[config.mk]
export PLATFORM = sky130hd
export DESIGN_NAME = wb_arbiter
export DESIGN_NICKNAME = d
export VERILOG_FILES = /design/src/rtl/wb_pkg.sv /design/src/rtl/wb_pick.sv /design/src/rtl/wb_arbiter.sv
export SDC_FILE = /design/constraint.sdc
export NUM_CORES = 1
export LEC_CHECK = 0
export ABC_AREA = 1
export CORE_MARGIN = 4
export CORE_UTILIZATION = 34
export DETAILED_ROUTE_END_ITERATION = 12
export PLACE_DENSITY = 0.77
export SLEW_MARGIN = 15
export SYNTH_ARGS = -nofsm -noshare
export SYNTH_HDL_FRONTEND = slang
export SYNTH_SLANG_ARGS = --single-unit
[constraint.sdc]
create_clock -name clk -period 1.2 [get_ports clk]
set_input_delay 0.3 -clock clk [delete_from_list [all_inputs] [get_ports clk]]
set_output_delay 0.3 -clock clk [all_outputs]
set_load 0.05 [all_outputs]
[src/rtl/wb_pkg.sv]
// Shared types and constants for the register-file write-back arbiter.
// Latency: n/a (type/constant definitions only).
// Backpressure: n/a.
package wb_pkg;

    // Width of the saturating contention counter.
    localparam int WB_CNT_W = 16;

    // Default datapath widths used by wb_req_t.
    localparam int WB_DW = 64;
    localparam int WB_AW = 5;

    // Write-back source index; also the encoding of the round-robin pointer.
    typedef enum logic {
        WB_SRC_MEM = 1'b0,
        WB_SRC_ALU = 1'b1
    } wb_src_e;

    // One write-back request as presented by a source.
    typedef struct packed {
        logic             valid;
        logic [WB_AW-1:0] rd;
        logic [WB_DW-1:0] data;
    } wb_req_t;

endpackage

[src/rtl/wb_pick.sv]
// Write-port grant selection between the mem (0) and ALU (1) write-back sources.
// Latency: purely combinational.
// Backpressure: at most one nonzero-rd request granted; contention resolved in favour of pref.
//
// Ports:
//   s0_req/s1_req  - source is presenting a request (already gated by reset)
//   s0_nz/s1_nz    - request targets a nonzero register (needs the write port)
//   pref           - source that wins when both nonzero requests compete
//   grant          - one-hot grant of the write port, bit N = source N
//   contend        - both sources want the write port this cycle
module wb_pick
    import wb_pkg::*;
(
    input  logic       s0_req,
    input  logic       s0_nz,
    input  logic       s1_req,
    input  logic       s1_nz,
    input  wb_src_e    pref,
    output logic [1:0] grant,
    output logic       contend
);

    logic want0;
    logic want1;

    assign want0 = s0_req && s0_nz;
    assign want1 = s1_req && s1_nz;

    always_comb begin
        grant   = 2'b00;
        contend = want0 && want1;
        if (contend) begin
            if (pref == WB_SRC_MEM) begin
                grant = 2'b01;
            end else begin
                grant = 2'b10;
            end
        end else if (want0) begin
            grant = 2'b01;
        end else if (want1) begin
            grant = 2'b10;
        end
    end

endmodule

[src/rtl/wb_arbiter.sv]
// Two-source register-file write-back arbiter (mem = source 0, ALU = source 1).
// Latency: 1 cycle from grant to wb_rd/wb_data; rd == 0 requests are accepted and dropped.
// Backpressure: sN_ready is combinational; the contention loser sees ready low and must hold.
//
// Build option: define WB_ARBITER_RR_EN for round-robin contention resolution;
// without it source 0 always wins contention.
//
// Ports:
//   clk, rst_n           - clock, asynchronous active-low reset
//   sN_valid/rd/data     - source N request; sN_ready high when accepted this cycle
//   wb_rd, wb_data       - registered register-file write (wb_rd == 0 means no write)
//   conflict_cnt         - saturating count of cycles where both sources wanted the port
module wb_arbiter
    import wb_pkg::*;
#(
    parameter int DW = 64,
    parameter int AW = 5
) (
    input  logic                clk,
    input  logic                rst_n,
    input  logic                s0_valid,
    input  logic [AW-1:0]       s0_rd,
    input  logic [DW-1:0]       s0_data,
    output logic                s0_ready,
    input  logic                s1_valid,
    input  logic [AW-1:0]       s1_rd,
    input  logic [DW-1:0]       s1_data,
    output logic                s1_ready,
    output logic [AW-1:0]       wb_rd,
    output logic [DW-1:0]       wb_data,
    output logic [WB_CNT_W-1:0] conflict_cnt
);

    logic       s0_req;
    logic       s1_req;
    logic       s0_nz;
    logic       s1_nz;
    logic [1:0] grant;
    logic       contend;
    wb_src_e    pref;

    // Requests are masked while reset is asserted so no ready or grant can
    // escape during reset.
    assign s0_req = s0_valid && rst_n;
    assign s1_req = s1_valid && rst_n;
    assign s0_nz  = (s0_rd != '0);
    assign s1_nz  = (s1_rd != '0);

`ifdef WB_ARBITER_RR_EN
    // Pointer names the source preferred at the next contention: the one
    // not granted at the most recent nonzero-rd grant, contended or not.
    wb_src_e rr_ptr;

    always_ff @(posedge clk or negedge rst_n) begin
        if (!rst_n) begin
            rr_ptr <= WB_SRC_MEM;
        end else if (grant[0]) begin
            rr_ptr <= WB_SRC_ALU;
        end else if (grant[1]) begin
            rr_ptr <= WB_SRC_MEM;
        end
    end

    assign pref = rr_ptr;
`else
    assign pref = WB_SRC_MEM;
`endif

    wb_pick u_pick (
        .s0_req  (s0_req),
        .s0_nz   (s0_nz),
        .s1_req  (s1_req),
        .s1_nz   (s1_nz),
        .pref    (pref),
        .grant   (grant),
        .contend (contend)
    );

    // rd == 0 requests never need the write port, so they are always taken.
    assign s0_ready = s0_req && (!s0_nz || grant[0]);
    assign s1_ready = s1_req && (!s1_nz || grant[1]);

    // Output register: holds a write for exactly the cycle after its grant,
    // and returns to zero whenever the previous cycle had no grant.
    always_ff @(posedge clk or negedge rst_n) begin
        if (!rst_n) begin
            wb_rd   <= '0;
            wb_data <= '0;
        end else if (grant[0]) begin
            wb_rd   <= s0_rd;
            wb_data <= s0_data;
        end else if (grant[1]) begin
            wb_rd   <= s1_rd;
            wb_data <= s1_data;
        end else begin
            wb_rd   <= '0;
            wb_data <= '0;
        end
    end

    always_ff @(posedge clk or negedge rst_n) begin
        if (!rst_n) begin
            conflict_cnt <= '0;
        end else if (contend && (conflict_cnt != '1)) begin
            conflict_cnt <= conflict_cnt + 1'b1;
        end
    end

endmodule
==> results.cfg <==
[synthesis]
synth-warning-count = 0
synth.distinct_cells = 24
synth_compound_area_frac = 0.006581
synth_area_um2 = 3802
syn_nets = 606
synthXorXnorAreaFrac = 0.01382
synthAdderAreaFrac = 0.003291
syn-instance-count = 463
synth_top_family_by_area = simple AND/OR/NAND/NOR gates
ys_seq_elements = 85
yosys.area_share.simple = 0.3715
synth_area_per_cell_um2 = 8.213
synth_mux_area_frac = 0
synth-seq-area-share = 0.5594

[routing]
drc = 0
firstDrtPassIters = 5
routed_wl_um = 18530
drt_iter0_drc = 409
routed-via-count = 4821
drt-wirelength-per-cell_um = 19.94
viasPerCell = 5.189
final_antenna_net_count = 0

[sta]
worst_slack_ns = -0.3143
clock_skew_ns = 0.002967
fin_crit_ns = 1.514
setup_viol = 92
finalHoldViolCount = 0
worst_pin_slew_ns = 0.6321
fmax_mhz = 660.4
max_slew_margin = 0.5786
grt_setup_unrepaired = true
period_share = 1.262
slew_violations = 0
fin_hold_ws_ns = 0.02968

[floorplan]
coreArea_um2 = 10890
ios = 229
rows = 38
die_h_um = 113.8
initial_core_util = 0.3492
dieWidth_um = 113.8
dieArea_um2 = 12940

[cts]
clk_latency_ns = 0.35
cts_tree = yes
ctsLongestPathBuffers = 2
clock-sinks = 85
cts_buffers = 9
path_clk_slew_ns = 0.09
cts_root_buf = clkbuf_8
htreeDepth = 3

[pwr]
pwr-share-comb = 0.394
switchingPower_w = 0.002753
pwr-share-clk = 0.227
switching_share = 0.3218
irDropWorstVdd_v = 0.001157
seq_power_share = 0.379
leakage_nw = 4.147
pwr_density_cell_nw_per_um2 = 980.3
internal-power_w = 0.005802

[cells_and_area]
multi_input_area_um2 = 1823
seqCellArea_um2 = 2147
nets = 927
area_growth_pct = 129.5
final_util = 0.8015
drive_gt1_frac = 0.3693
n_fill_cell = 607

[setup_path]
crit_top_cell = nand2_1
startpoint_type = flop
crit_type = flop to flop
critPathMaxFanout = 8
crit_buf_inv = 2
cpMaxStageDelayCell = dfrtp_2
cp.required_ns = 1.48
crit_family = simple AND/OR/NAND/NOR gates
crit_arrival_ns = 1.80
r2r_end = conflict_cnt[15]
r2r_cells = 8
slowest_delay_ns = 0.40
crit_chain = buf_6 -> ha_4 -> nand3_4 -> inv_6 -> nand4_4 -> nand2_4 -> nand2_1 -> nand2_1
critPathCaptureType = flop
r2r_start = conflict_cnt[0]
reg2reg_setup_slack_ns = -0.31
startpoint = conflict_cnt[0]

[global_routing]
grt_pass1_vias = 5186
grt.overflow.total = 0
antenna_found_initial = 1
globalRouteTotalUtil = 0.2718
grt_pass1_wl_um = 26840
grt_max_degree = 56

[run_status]
outcome = finished, violations left
violations = negative setup slack

[hold_path]
hold_path_class = input pin to asynchronous set/reset pin

[placed_design]
routabilityCongestion = 0.8253
dp_hpwl_um = 11090
portBuffers = 228
dp_slack_ns = -0.7351

[job]
maxCapViolCount = 0
## stage by stage
stage          instance area (µm²)  TNS (ns)  total power (W)  std cells
2_1_floorplan                 3896    -4.585         0.004302        463
3_5_place_dp                  7536    -53.99         0.006101        863
5_1_grt                       8727    -11.26         0.008833        929
6_report                      8727    -7.563         0.008555        929
4_1_cts                       8518    -8.076         0.008422        922
3_3_place_gp                  7536    -49.18         0.006034        863
## cells in the mapped netlist
library cell / instances / share of area
nand4_1: 3 / 0.0049
dfrtp_1: 85 / 0.56
o21ai_0: 5 / 0.0066
xor2_1: 3 / 0.0069
nor3_4: 1 / 0.0043
buf_8: 1 / 0.0039
nand3b_1: 2 / 0.0039
xnor2_1: 3 / 0.0069
nor2_1: 16 / 0.016
nor2_4: 3 / 0.0089
nand3_1: 82 / 0.11
nor2_2: 1 / 0.0016
nand2_2: 1 / 0.0016
buf_4: 1 / 0.0020
buf_1: 1 / 0.00099
nand2_4: 1 / 0.0030
clkbuf_1: 13 / 0.013
nand3_2: 1 / 0.0026
inv_1: 14 / 0.014
buf_2: 6 / 0.0079
ha_1: 1 / 0.0033
nand4_4: 1 / 0.0056
inv_2: 4 / 0.0039
nand2_1: 214 / 0.21
## registers in the layout, indices dropped and copies added, names as in the netlist
name	count
wb_rd	5
wb_data	64
conflict_cnt	16
## cells by family after synthesis
| logic type | after synthesis |
|---|---|
| buf+inv | 40 |
| fa+ha+maj | 1 |
| compound gates | 5 |
| flops | 85 |
| xor+xnor | 6 |
| simple gates | 326 |
## how the worst max path moves through the flow
stage                       endpoint  slack [ns]  cells after the start
CTS                  conflict_cnt[1]       -0.26                      3
global placement    conflict_cnt[11]       -0.63                     10
detailed placement  conflict_cnt[13]       -0.74                     10
finish              conflict_cnt[15]       -0.31                      8
global route        conflict_cnt[15]       -0.41                      9
floorplan            conflict_cnt[2]       -0.30                      8
## layer usage
metal	vias to the layer above	routed length, µm	track usage
met4	0	951	0.1202
met5	-	0	0
met2	294	9938	0.5124
met1	2332	6220	0.2824
li1	2112	-	-
met3	83	1416	0.06737
## power by group through the flow
stage	Sequential [W]	Clock, W	Combinational [W]
final	0.00324	0.00194	0.00337
after global routing	0.00326	0.00207	0.00350
after CTS	0.00324	0.00196	0.00323
after detailed placement	0.00331	0	0.00279
after global placement	0.00330	0	0.00274
after floorplan	0.00392	0	0.000378
## cell usage in the layout (no fill, tap or decap), types with 10 or more instances in the layout
master	instances
nand3_1	66
buf_6	31
inv_1	10
buf_4	60
clkdlybuf4s50_1	128
buf_12	92
nor2_4	14
nand2_1	200
dfrtp_2	16
dfrtp_1	69
nand3_2	12
## area by class of cell
cell class / instances / share of cell area
Timing Repair Buffer: 330 / 0.4943
Clock inverter: 2 / 0.004014
Antenna cell: 1 / 0.0002867
Multi-Input combinational cell: 340 / 0.2089
Inverter: 18 / 0.01047
Clock buffer: 13 / 0.01591
Sequential cell: 85 / 0.2460
Tap cell: 140 / 0.02007
## repair_timing
item | CTS | global route
resized for setup | 120 | 50
pin swaps | 31 | 28
buffers inserted | 34 | 7
endpoints found under the setup margin | 172 | 172
cloned | 11 | 3
hold buffers | 0 | 0
hold endpoints to repair | 0 | 0
(Power assumes the default switching activity.)
